[src/rtl/accum_pkg.sv]
// accum_pkg: shared types for the multi-cycle accumulator.
//   accum_state_t : control FSM state encoding used by accum_unit.
package accum_pkg;

  typedef enum logic [1:0] {
    ACC_IDLE = 2'd0,
    ACC_ADD  = 2'd1,
    ACC_HOLD = 2'd2
  } accum_state_t;

endpackage

[src/rtl/chunk_adder.sv]
// chunk_adder: combinational CHUNK-bit adder slice in generate/propagate form.
// Ports:
//   A, B  in  CHUNK  addends
//   cin   in  1      carry in
//   S     out CHUNK  sum
//   cout  out 1      carry out
module chunk_adder #(
  parameter int CHUNK = 4
) (
  input  logic [CHUNK-1:0] A,
  input  logic [CHUNK-1:0] B,
  input  logic             cin,
  output logic [CHUNK-1:0] S,
  output logic             cout
);

  logic [CHUNK-1:0] g;
  logic [CHUNK-1:0] p;
  logic [CHUNK:0]   c;

  assign g = A & B;
  assign p = A ^ B;

  // Each carry is a flat sum of products of g/p/cin once unrolled.
  always_comb begin
    c[0] = cin;
    for (int i = 0; i < CHUNK; i++) begin
      c[i+1] = g[i] | (p[i] & c[i]);
    end
  end

  assign S    = p ^ c[CHUNK-1:0];
  assign cout = c[CHUNK];

endmodule

[src/rtl/accum_unit.sv]
// accum_unit: run-once accumulator adding CHUNK bits per cycle over
// N = WIDTH/CHUNK cycles with a registered carry between slices.
// Ports:
//   Clk       in  1        system clock
//   Reset     in  1        synchronous active-high reset
//   Run       in  1        operation request (level)
//   Load_Sel  in  1        1 = load Operand, 0 = accumulate Operand
//   Operand   in  WIDTH    input value
//   Acc_Out   out WIDTH+1  committed sum, MSB = carry out of last add
//   Busy      out 1        add in progress
//   Done      out 1        one-cycle pulse after each commit
//   Overflow  out 1        sticky carry-out flag
// Build option: ACCUM_SATURATE_EN clamps Acc_Out to all ones on carry out.
//
// state    | meaning
// ACC_IDLE | waiting for Run; samples Load_Sel/Operand
// ACC_ADD  | one slice per cycle, commit on the last slice
// ACC_HOLD | operation finished, waiting for Run release
module accum_unit
  import accum_pkg::*;
#(
  parameter int WIDTH = 16,
  parameter int CHUNK = 4
) (
  input  logic             Clk,
  input  logic             Reset,
  input  logic             Run,
  input  logic             Load_Sel,
  input  logic [WIDTH-1:0] Operand,
  output logic [WIDTH:0]   Acc_Out,
  output logic             Busy,
  output logic             Done,
  output logic             Overflow
);

  localparam int N  = WIDTH / CHUNK;
  localparam int KW = (N > 1) ? $clog2(N) : 1;

  accum_state_t state, state_nxt;

  logic [WIDTH-1:0] shadow;
  logic [WIDTH-1:0] work;
  logic [WIDTH-1:0] work_final;
  logic [KW-1:0]    k;
  logic             carry;
  logic [CHUNK-1:0] slice_a;
  logic [CHUNK-1:0] slice_b;
  logic [CHUNK-1:0] slice_s;
  logic             slice_cout;
  logic             last_slice;
  int               base;

  always_comb begin
    base       = int'(k) * CHUNK;
    slice_a    = shadow[base +: CHUNK];
    slice_b    = work[base +: CHUNK];
    work_final = work;
    work_final[base +: CHUNK] = slice_s;
  end

  assign last_slice = (k == KW'(N - 1));

  chunk_adder #(.CHUNK(CHUNK)) u_slice (
    .A    (slice_a),
    .B    (slice_b),
    .cin  (carry),
    .S    (slice_s),
    .cout (slice_cout)
  );

  always_ff @(posedge Clk) begin
    if (Reset) state <= ACC_HOLD;
    else       state <= state_nxt;
  end

  always_comb begin
    state_nxt = state;
    case (state)
      ACC_IDLE: if (Run) state_nxt = Load_Sel ? ACC_HOLD : ACC_ADD;
      ACC_ADD:  if (last_slice) state_nxt = ACC_HOLD;
      ACC_HOLD: if (!Run) state_nxt = ACC_IDLE;
      default:  state_nxt = ACC_HOLD;
    endcase
  end

  assign Busy = (state == ACC_ADD);

  always_ff @(posedge Clk) begin
    if (Reset) begin
      Acc_Out  <= '0;
      Overflow <= 1'b0;
      Done     <= 1'b0;
      shadow   <= '0;
      work     <= '0;
      k        <= '0;
      carry    <= 1'b0;
    end else begin
      Done <= 1'b0;
      case (state)
        ACC_IDLE: begin
          if (Run) begin
            if (Load_Sel) begin
              Acc_Out  <= {1'b0, Operand};
              Overflow <= 1'b0;
              Done     <= 1'b1;
            end else begin
              shadow <= Operand;
              work   <= Acc_Out[WIDTH-1:0];
              k      <= '0;
              carry  <= 1'b0;
            end
          end
        end
        ACC_ADD: begin
          work  <= work_final;
          carry <= slice_cout;
          k     <= k + KW'(1);
          if (last_slice) begin
`ifdef ACCUM_SATURATE_EN
            Acc_Out <= slice_cout ? '1 : {1'b0, work_final};
`else
            Acc_Out <= {slice_cout, work_final};
`endif
            Overflow <= Overflow | slice_cout;
            Done     <= 1'b1;
          end
        end
        default: ;
      endcase
    end
  end

endmodule

[config.mk]
export PLATFORM = sky130hd
export DESIGN_NAME = accum_unit
export DESIGN_NICKNAME = d
export VERILOG_FILES = /design/src/rtl/accum_pkg.sv /design/src/rtl/chunk_adder.sv /design/src/rtl/accum_unit.sv
export SDC_FILE = /design/constraint.sdc
export NUM_CORES = 1
export LEC_CHECK = 0
export ABC_AREA = 1
export BUFFER_PORTS_ARGS = -buffer_cell sky130_fd_sc_hd__clkbuf_2
export CORE_UTILIZATION = 45
export DETAILED_ROUTE_END_ITERATION = 6
export SYNTH_ARGS = -nofsm -noshare
export SYNTH_HDL_FRONTEND = slang
export SYNTH_HIERARCHICAL = 1
export SYNTH_SLANG_ARGS = --single-unit
[constraint.sdc]
create_clock -name Clk -period 3.85 [get_ports Clk]
set_clock_uncertainty 0.1 [all_clocks]
set_input_delay 0.77 -clock Clk [delete_from_list [all_inputs] [get_ports Clk]]
set_output_delay 0.77 -clock Clk [all_outputs]
set_load 0.05 [all_outputs]
Yosys cells after proc, flatten, opt, wreduce, memory -nomap -nowiden
Index checks and enable logic that the tools add are counted.
{"block": "word_totals", "out_inout_bits": 20, "regBits": 56, "word_cells": 68}
{"block": "classes", "n_eq_ne": 8, "bitwise": 13, "mux": 27, "n_addsub": 2, "n_reduce_logical": 6, "n_shift": 4}
{"operator": "$mux 17", "n": 3}
{"operator": "$pmux 17 s2", "n": 1}
{"operator": "$neg 4->33", "n": 1}
{"operator": "$shift 4x33->16 const A", "n": 1}
{"operator": "$shiftx 4x33->16", "n": 1}
{"operator": "$mux 16", "n": 2}
{"operator": "$pmux 16 s2", "n": 1}
{"operator": "$shiftx 16x5->4", "n": 2}
{"operator": "$bwmux 16", "n": 1}
{"operator": "$mux 2", "n": 6}
{"operator": "$reduce_and 3->1", "n": 3}
{"operator": "$mux 1", "n": 8}
{"operator": "$ne 2x2->1 const B", "n": 4}
{"operator": "$xor 4x4->4", "n": 2}
{"operator": "$pmux 1 s2", "n": 3}
{"operator": "$pmux 2 s3", "n": 1}
{"operator": "$or 1x1->1", "n": 5}
{"operator": "$and 1x1->1", "n": 4}
{"operator": "$and 4x4->4", "n": 1}
{"operator": "$eq 2x2->1 const B", "n": 2}
{"operator": "$pmux 2 s2", "n": 1}
{"operator": "$reduce_and 4->1", "n": 1}
{"operator": "$add 2x1->2 const B", "n": 1}
{"operator": "$eq 2x1->1 const B", "n": 1}
{"operator": "other kinds (4)", "n": 4}

Logic depth before layout (Yosys ltp)
Gate-level depths: netlist of the first run.
{"block": "logic_depth", "word_depth": 13, "mapped_depth": 20, "ltp_nobuf": 17}

Hierarchy
The synthesis of the first run kept the hierarchy.
{"module": "accum_unit", "area_each_um2": 2972.9, "n_inst": 1, "cells_per_inst": 442}
{"module": "chunk_adder", "area_each_um2": 117.6, "n_inst": 1, "cells_per_inst": 14}

Least setup slack after synthesis of the first run
No wires, ideal clock.
{"block": "synth_timing", "path_type": "reg2reg", "startpoint": "register k[0]", "endpoint": "register Acc_Out[3]", "setup_slack_ns": 0.455, "t_arrival_ns": 3.224, "setup_ns": 0.071, "path_stages_with_launch": 19, "cell_sequence": "dfxtp_1 -> clkbuf_1 -> inv_1 -> buf_2 -> clkbuf_1 -> o21ai_0 -> o22ai_1 -> inv_1 -> fa_1 -> inv_1 -> fa_1 -> fa_1 -> inv_1 -> fa_1 -> inv_1 -> nand2_1 -> o21ai_0 -> nand3_1 -> a21oi_1"}
{"block": "synth_between", "elab_chain_cells": 13, "word_cells_on_any_way": 20, "cone_classes": "add/sub: 1; eq/ne: 2; shift: 4; mux: 3; bitwise: 9; reduce/logical: 1"}
{"item": "start, declared", "line_no": "accum_unit.sv:44", "rtl": "logic [KW-1:0] k;"}
{"item": "start signal, assigned", "line_no": "accum_unit.sv:117", "rtl": "k <= k + KW'(1);"}
{"item": "$shiftx 16x5->4 (*)", "line_no": "accum_unit.sv:56", "rtl": "slice_b = work[base +: CHUNK];"}
{"item": "net slice_b[0]", "line_no": "accum_unit.sv:47", "rtl": "logic [CHUNK-1:0] slice_b;"}
{"item": "$xor 4x4->4", "line_no": "chunk_adder.sv:22", "rtl": "assign p = A ^ B;"}
{"item": "$and 1x1->1", "line_no": "chunk_adder.sv:28", "rtl": "c[i+1] = g[i] | (p[i] & c[i]);"}
{"item": "$or 1x1->1 (*)", "line_no": "chunk_adder.sv:28"}
{"item": "$and 1x1->1 (*)", "line_no": "chunk_adder.sv:28"}
{"item": "$or 1x1->1 (*)", "line_no": "chunk_adder.sv:28"}
{"item": "$and 1x1->1 (*)", "line_no": "chunk_adder.sv:28"}
{"item": "$or 1x1->1 (*)", "line_no": "chunk_adder.sv:28"}
{"item": "$xor 4x4->4 (*)", "line_no": "chunk_adder.sv:32", "rtl": "assign S = p ^ c[CHUNK-1:0];"}
{"item": "net slice_s[3]", "line_no": "accum_unit.sv:48", "rtl": "logic [CHUNK-1:0] slice_s;"}
{"item": "$shiftx 4x33->16 (*)", "line_no": "accum_unit.sv:58", "rtl": "work_final[base +: CHUNK] = slice_s;"}
{"item": "$bwmux 16 (*)", "line_no": "accum_unit.sv:58"}
{"item": "$mux 17 (*)", "line_no": "accum_unit.sv:118", "rtl": "if (last_slice) begin"}
{"item": "$pmux 17 s2 (*)", "line_no": "accum_unit.sv:99", "rtl": "case (state)"}
{"item": "end signal, assigned", "line_no": "accum_unit.sv:103", "rtl": "Acc_Out <= {1'b0, Operand};"}
{"item": "end signal, assigned", "line_no": "accum_unit.sv:122", "rtl": "Acc_Out <= {slice_cout, work_final};"}
{"item": "end, declared", "line_no": "accum_unit.sv:30", "rtl": "output logic [WIDTH:0] Acc_Out,"}
Mark *: on every way through the listed nets, which the timed path passes. The rest lies on a longest branch. The select of a mux whose other input is x is not followed.
A chain may end at the register's enable or synchronous reset.

Final worst setup path of the first run
{"block": "layout_timing", "startpoint": "register k[0]", "endpoint": "register Acc_Out[11]"}
The elaborated chain is that of the path after synthesis.

==> results of run 1 <==
power groups by stage:
stage | sequential [mW] | combinational, mW | clock, mW
after floorplan | 0.647 | 0.0980 | 0
after global placement | 0.636 | 0.159 | 0
after detailed placement | 0.636 | 0.160 | 0
after CTS | 0.623 | 0.161 | 0.462
after global routing | 0.627 | 0.182 | 0.482
final | 0.623 | 0.163 | 0.457
registers in the layout, summed over array words and instances (netlist names):
signal    count
Acc_Out      17
k             2
Overflow      1
work         16
carry         1
Done          1
shadow       16
state         2
cells by family (layout without fill, tap and decap cells):
| family | count (synthesis) | after routing | synth area share |
|---|---|---|---|
| compound gates | 125 | 125 | 0.209 |
| fa+ha+maj | 10 | 10 | 0.0502 |
| buf+inv | 76 | 106 | 0.106 |
| flops | 56 | 56 | 0.363 |
| simple gates | 189 | 189 | 0.272 |
repair_timing:
| item | in CTS | in global routing |
|---|---|---|
| resized for setup | 0 | 1 |
| hold buffers | 0 | 0 |
| setup buffers | 0 | 3 |
| setup endpoints to repair | 0 | 2 |
path summary, 6_finish.rpt:
kind	start	endpoint	slack, ps	depth (start not counted)
hold reg to reg	Acc_Out[16]	Acc_Out[16]	370	2
setup reg to reg	k[0]	Acc_Out[11]	300	18
setup / recovery	k[0]	Acc_Out[11]	300	18
hold / removal	Acc_Out[16]	Acc_Out[16]	370	2
metrics by stage:
step	hold WS [ps]	util	setup WS (ps)	total power [mW]	area, um^2
after detailed placement	359	0.507	334	0.796	3290
after floorplan	357	-	455	0.745	3090
after global placement	351	0.507	421	0.795	3290
final	374	0.531	301	1.24	3450
after CTS	375	0.527	300	1.25	3420
after global routing	396	0.531	73.5	1.29	3450
area by class of cell:
| type | instances | area [um^2] | area share |
|---|---|---|---|
| clock inverter | 2 | 60.1 | 0.0174 |
| multi-input combinational | 324 | 1640 | 0.476 |
| clock buffer | 5 | 68.8 | 0.0199 |
| inverter | 50 | 191 | 0.0555 |
| sequential | 56 | 1120 | 0.325 |
| timing repair buffer | 49 | 270 | 0.0783 |
| tap | 77 | 96.3 | 0.0279 |
tightest hold or removal path, delay by kind of cell, from the launching register on:
family / cells / cell delay, ps
flops: 1 / 320
simple gates: 1 / 60
compound gates: 1 / 50
layout by cell type, fill, tap and decap left out, types with 4 or more instances in the layout:
cell and instances:
clkbuf_8 5, nand2_1 70, inv_1 48, buf_4 10, o22ai_1 8, fa_1 4, o21ai_0 73, a21oi_1 40
nor2_1 55, clkbuf_2 39, nand3_1 56, ha_1 6, dfxtp_1 56
metal layers:
layer  wire, um  global-route usage  vias to the layer above
met2       4090               0.435                       82
met3        533              0.0399                        6
met5          0                   0                        -
met1       4450               0.378                     1409
met4         56              0.0586                        0
li1           -                   -                     1553
==> flow_summary.toml, run 1 <==
[status]
outcome = "finished, violations left"
violations = "DRC"

[floorplan]
io-pin-count = 40
die_area_um2 = 7200
std_cell_rows = 29
dieHeight_um = 84.9
start_util = 0.476
die_x_um = 84.9
core_um2 = 6490

[sta]
hold_viol = 0
setup-violations-final = 0
period_share = 0.922
tightest_slew_ps = 960
period_minus_slack_ps = 3550
rsz0062_at_grt = "false"
finalMaxSlewViolations = 0
tns_ps = 0
clock.fmax_mhz = 282
slew_headroom = 0.359

[flow_run]
cap_violations = 0

[grt]
grt_pass1_wl_mm = 14.9
gr-total-overflow = 0
grt_max_degree = 36
grt_usage = 0.268
antenna_found_initial = 0
first_global_vias = 2832

[synthesis]
netlist_area_um2 = 3090
synth_top_area_frac = 0.363
yosysSeqAreaShare = 0.363
netlist-cell-type-count = 26
yosys_register_bits = 56
yosysMostFrequentCell = "o21ai_0"
yosys_warnings = 6
syn_area_per_cell_um2 = 6.78
synth_area_leader_cell = "dfxtp_1"
postSynthNetCount = 486
synthTopCellsByCount = "o21ai_0 (73), nand2_1 (70), dfxtp_1 (56), nand3_1 (56), nor2_1 (55)"
synth_ff_type = "dfxtp_1"
synth_cells = 456
synth_edf_count = 0
synthArstFlopShare = 0
synthTopCellsByArea = "dfxtp_1 (36%), o21ai_0 (12%), nand3_1 (9.1%)"

[cts]
numClockSinks = 56
cts_tree = "done"
cts_made_buffers = 5
cts.clk_slew.worst_paths_ps = 110
cts_root_buffer = "clkbuf_8"
cts_max_level = 2
clk_latency_ps = 320
clk_path_buf_depth = 2

[layout]
fill_cells = 698
area_growth_pct = 11.6
layout.cells.non_filler = 563
drive_gt1_frac = 0.138
diodes = 0
fin_nets = 516

[place]
io_buffers = 39
dp_cells = 553
place.detailed.hpwl_mm = 6.29
place.gp.congestion = 0.915

[drt]
ant_nets = 0
routed_wl_mm = 9.13
drc = 1
wl_per_cell_um = 16.2
via_per_inst = 5.42
drt_first_pass_iters = 7
drt_iter0_markers = 273
vias = 3050

[power]
swShare = 0.269
switchingPower_uw = 335
p_leak_nw = 1.57
seqPwrFrac = 0.501
vdd_drop_max_uv = 246
p_int_uw = 909
power_density_nw_per_um2 = 360
comb_power_share = 0.131
clockPowerShare = 0.368

[critical_path]
cp-end-kind = "flop"
crit_path_frequent_cell = "inv_1"
crit_buf_inv = 7
worst_path_max_delay_cell = "dfxtp_1"
path_delay_family = "adder cells"
cp.required_ps = 4000
critPathMaxStageDelay_ps = 610
criticalPathCategory = "flop to flop"
crit_chain = "clkinvlp_4, buf_4, o21ai_0, o22ai_1, inv_1, fa_1, inv_1, fa_1, fa_1, inv_1, fa_1, inv_1, inv_1, nor2_1, nand3_1, nand2_1, nand3_1, a21oi_1"
arrival_ps = 3700
critPathMaxFanout = 14
worstSetupStartpointType = "flop"

[worst_hold_path]
hp-class = "flop to flop"
Power figures use the tool's default switching activity.
==> run 2, diff against run 1 <==
Settings changed: ABC_AREA 1 to 0.
==> flow_summary.toml, run 2 <==
[critical_path]
arrival_ps = 3660
critPathMaxFanout = 8
crit_start = "k[0]"
reg2reg_setup_slack_ps = 340
endpoint = "work[7]"
criticalPathCategory = "flop to flop"
cp.required_ps = 4000
ff2ff_path_depth = 12
timing.rr.end = "work[7]"
cp-end-kind = "flop"
worstSetupStartpointType = "flop"
r2r-start = "k[0]"

[floorplan]
core_um2 = 6350
die_area_um2 = 6880
io-pin-count = 40
start_util = 0.464
die_x_um = 82.9
dieHeight_um = 82.9
std_cell_rows = 29

[synthesis]
synth_top_area_frac = 0.380
netlist-cell-type-count = 43
yosysSeqAreaShare = 0.380
synthTopCellsByArea = "dfxtp_1 (38%), mux4_2 (6.1%), a21oi_1 (5.1%)"
synth_ff_type = "dfxtp_1"
postSynthNetCount = 347
netlist_area_um2 = 2950
syn_area_per_cell_um2 = 9.30
yosysMostFrequentCell = "dfxtp_1"
synth_edf_count = 0
synth_area_leader_cell = "dfxtp_1"
yosys_register_bits = 56
synthArstFlopShare = 0
synth_cells = 317
synthTopCellsByCount = "dfxtp_1 (56), nand2_1 (38), nor2_1 (34)"
yosys_warnings = 6

[place]
dp_cells = 417
place.detailed.hpwl_mm = 5.25
io_buffers = 39
place.gp.congestion = 0.815

[sta]
rsz0062_at_grt = "false"
tns_ps = 0
period_share = 0.912
clock.fmax_mhz = 285
period_minus_slack_ps = 3510
finalMaxSlewViolations = 0
setup-violations-final = 0
slew_headroom = 0.452
hold_viol = 0
tightest_slew_ps = 810

[cts]
cts_root_buffer = "clkbuf_8"
cts_max_level = 2
cts_resized = 0
cts_hold_buf = 0
numClockSinks = 56
cts_tree = "done"
post_cts_buffers = 0
cts_made_buffers = 5
cts.clk_slew.worst_paths_ps = 100
clk_latency_ps = 320
clk_path_buf_depth = 2

[drt]
vias = 2438
routed_wl_mm = 7.43
ant_nets = 0
drc = 0
wl_per_cell_um = 17.5
drt_iter0_markers = 186
drt_first_pass_iters = 5
via_per_inst = 5.74

[flow_run]
cap_violations = 0

[layout]
drive_gt1_frac = 0.216
max_flop_register = "Acc_Out"
fin_nets = 377
area_growth_pct = 10.7
top_regs = "Acc_Out: 17 flops, shadow: 16 flops, work: 16 flops"
mostFrequentLayoutCell = "dfxtp_1"
layout_common_cells = "dfxtp_1 (56), clkbuf_2 (39), nand2_1 (38)"
diodes = 0
largest_reg_flops = 17
layout.cells.non_filler = 425

[status]
outcome = "complete, no violations"

[power]
p_leak_nw = 1.19
power_density_nw_per_um2 = 354
power.total_mw = 1.15
vdd_drop_max_uv = 223

[grt]
antenna_found_initial = 0
grt_pass1_wl_mm = 12.1
grt_usage = 0.222
first_global_vias = 2234
gr-total-overflow = 0
grt_max_degree = 25

[worst_hold_path]
hp-class = "flop to flop"
[run 2: kinds of logic (layout without fill, tap and decap cells)]
group,Yosys count,count (layout),share of synthesized area
mux,16,16,0.0883
flops,56,56,0.380
buf+inv,38,69,0.0726
fa+ha+maj,10,10,0.0526
simple gates,110,110,0.187
compound gates,87,87,0.219
[run 2: layout make-up]
type	count	area, um^2
fill	596	3090
clock buffer	7	96.3
timing repair buffer	46	248
inverter	15	56.3
sequential	56	1120
multi-input combinational	223	1620
clock inverter	1	30.0
tap	77	96.3
[run 2: how the worst min path moves through the flow]
stage / from / end / cells after the start / slack (ps)
5_1_grt: shadow[15] / shadow[15] / 2 / 380
2_1_floorplan: shadow[10] / shadow[10] / 2 / 330
4_1_cts: shadow[11] / shadow[11] / 2 / 360
6_report: shadow[11] / shadow[11] / 2 / 360
3_5_place_dp: shadow[11] / shadow[11] / 2 / 350
3_3_place_gp: shadow[6] / shadow[6] / 2 / 340
[run 2: routing by layer]
| layer | track usage | vias to the layer above | part of all wire | routed length (um) |
|---|---|---|---|---|
| li1 | - | 1200 | - | - |
| met3 | 0.0338 | 8 | 0.045 | 333 |
| met4 | 0.0658 | 0 | 0.011 | 85 |
| met1 | 0.351 | 1167 | 0.52 | 3840 |
| met2 | 0.309 | 63 | 0.43 | 3170 |
| met5 | 0 | - | 0 | 0 |
[run 2: report_power, final]
| part | internal (mW) | switching (mW) | leakage, nW | total, mW |
|---|---|---|---|---|
| clock network | 0.230 | 0.198 | 0.0645 | 0.428 |
| registers | 0.594 | 0.0164 | 0.454 | 0.610 |
| logic | 0.0409 | 0.0754 | 0.667 | 0.116 |
| total | 0.865 | 0.290 | 1.19 | 1.15 |
[run 2: worst max-delay path: stages, from the launching register on]
cell and delay [ps]:
dfxtp_1 550, mux4_2 540, inv_1 90, fa_1 170
inv_1 50, fa_1 370, fa_1 360, inv_1 70
fa_1 400, inv_1 170, a31oi_1 140, a211o_1 310
a21oi_1 120
[run 2: through the flow]
stage               setup slack, ps  instance area [um^2]   util  hold WS [ps]
floorplan                       370                  2950      -           333
global placement                427                  3140  0.494           343
detailed placement              375                  3140  0.494           346
CTS                             350                  3260  0.514           361
global route                   75.4                  3260  0.514           380
finish                          340                  3260  0.514           359
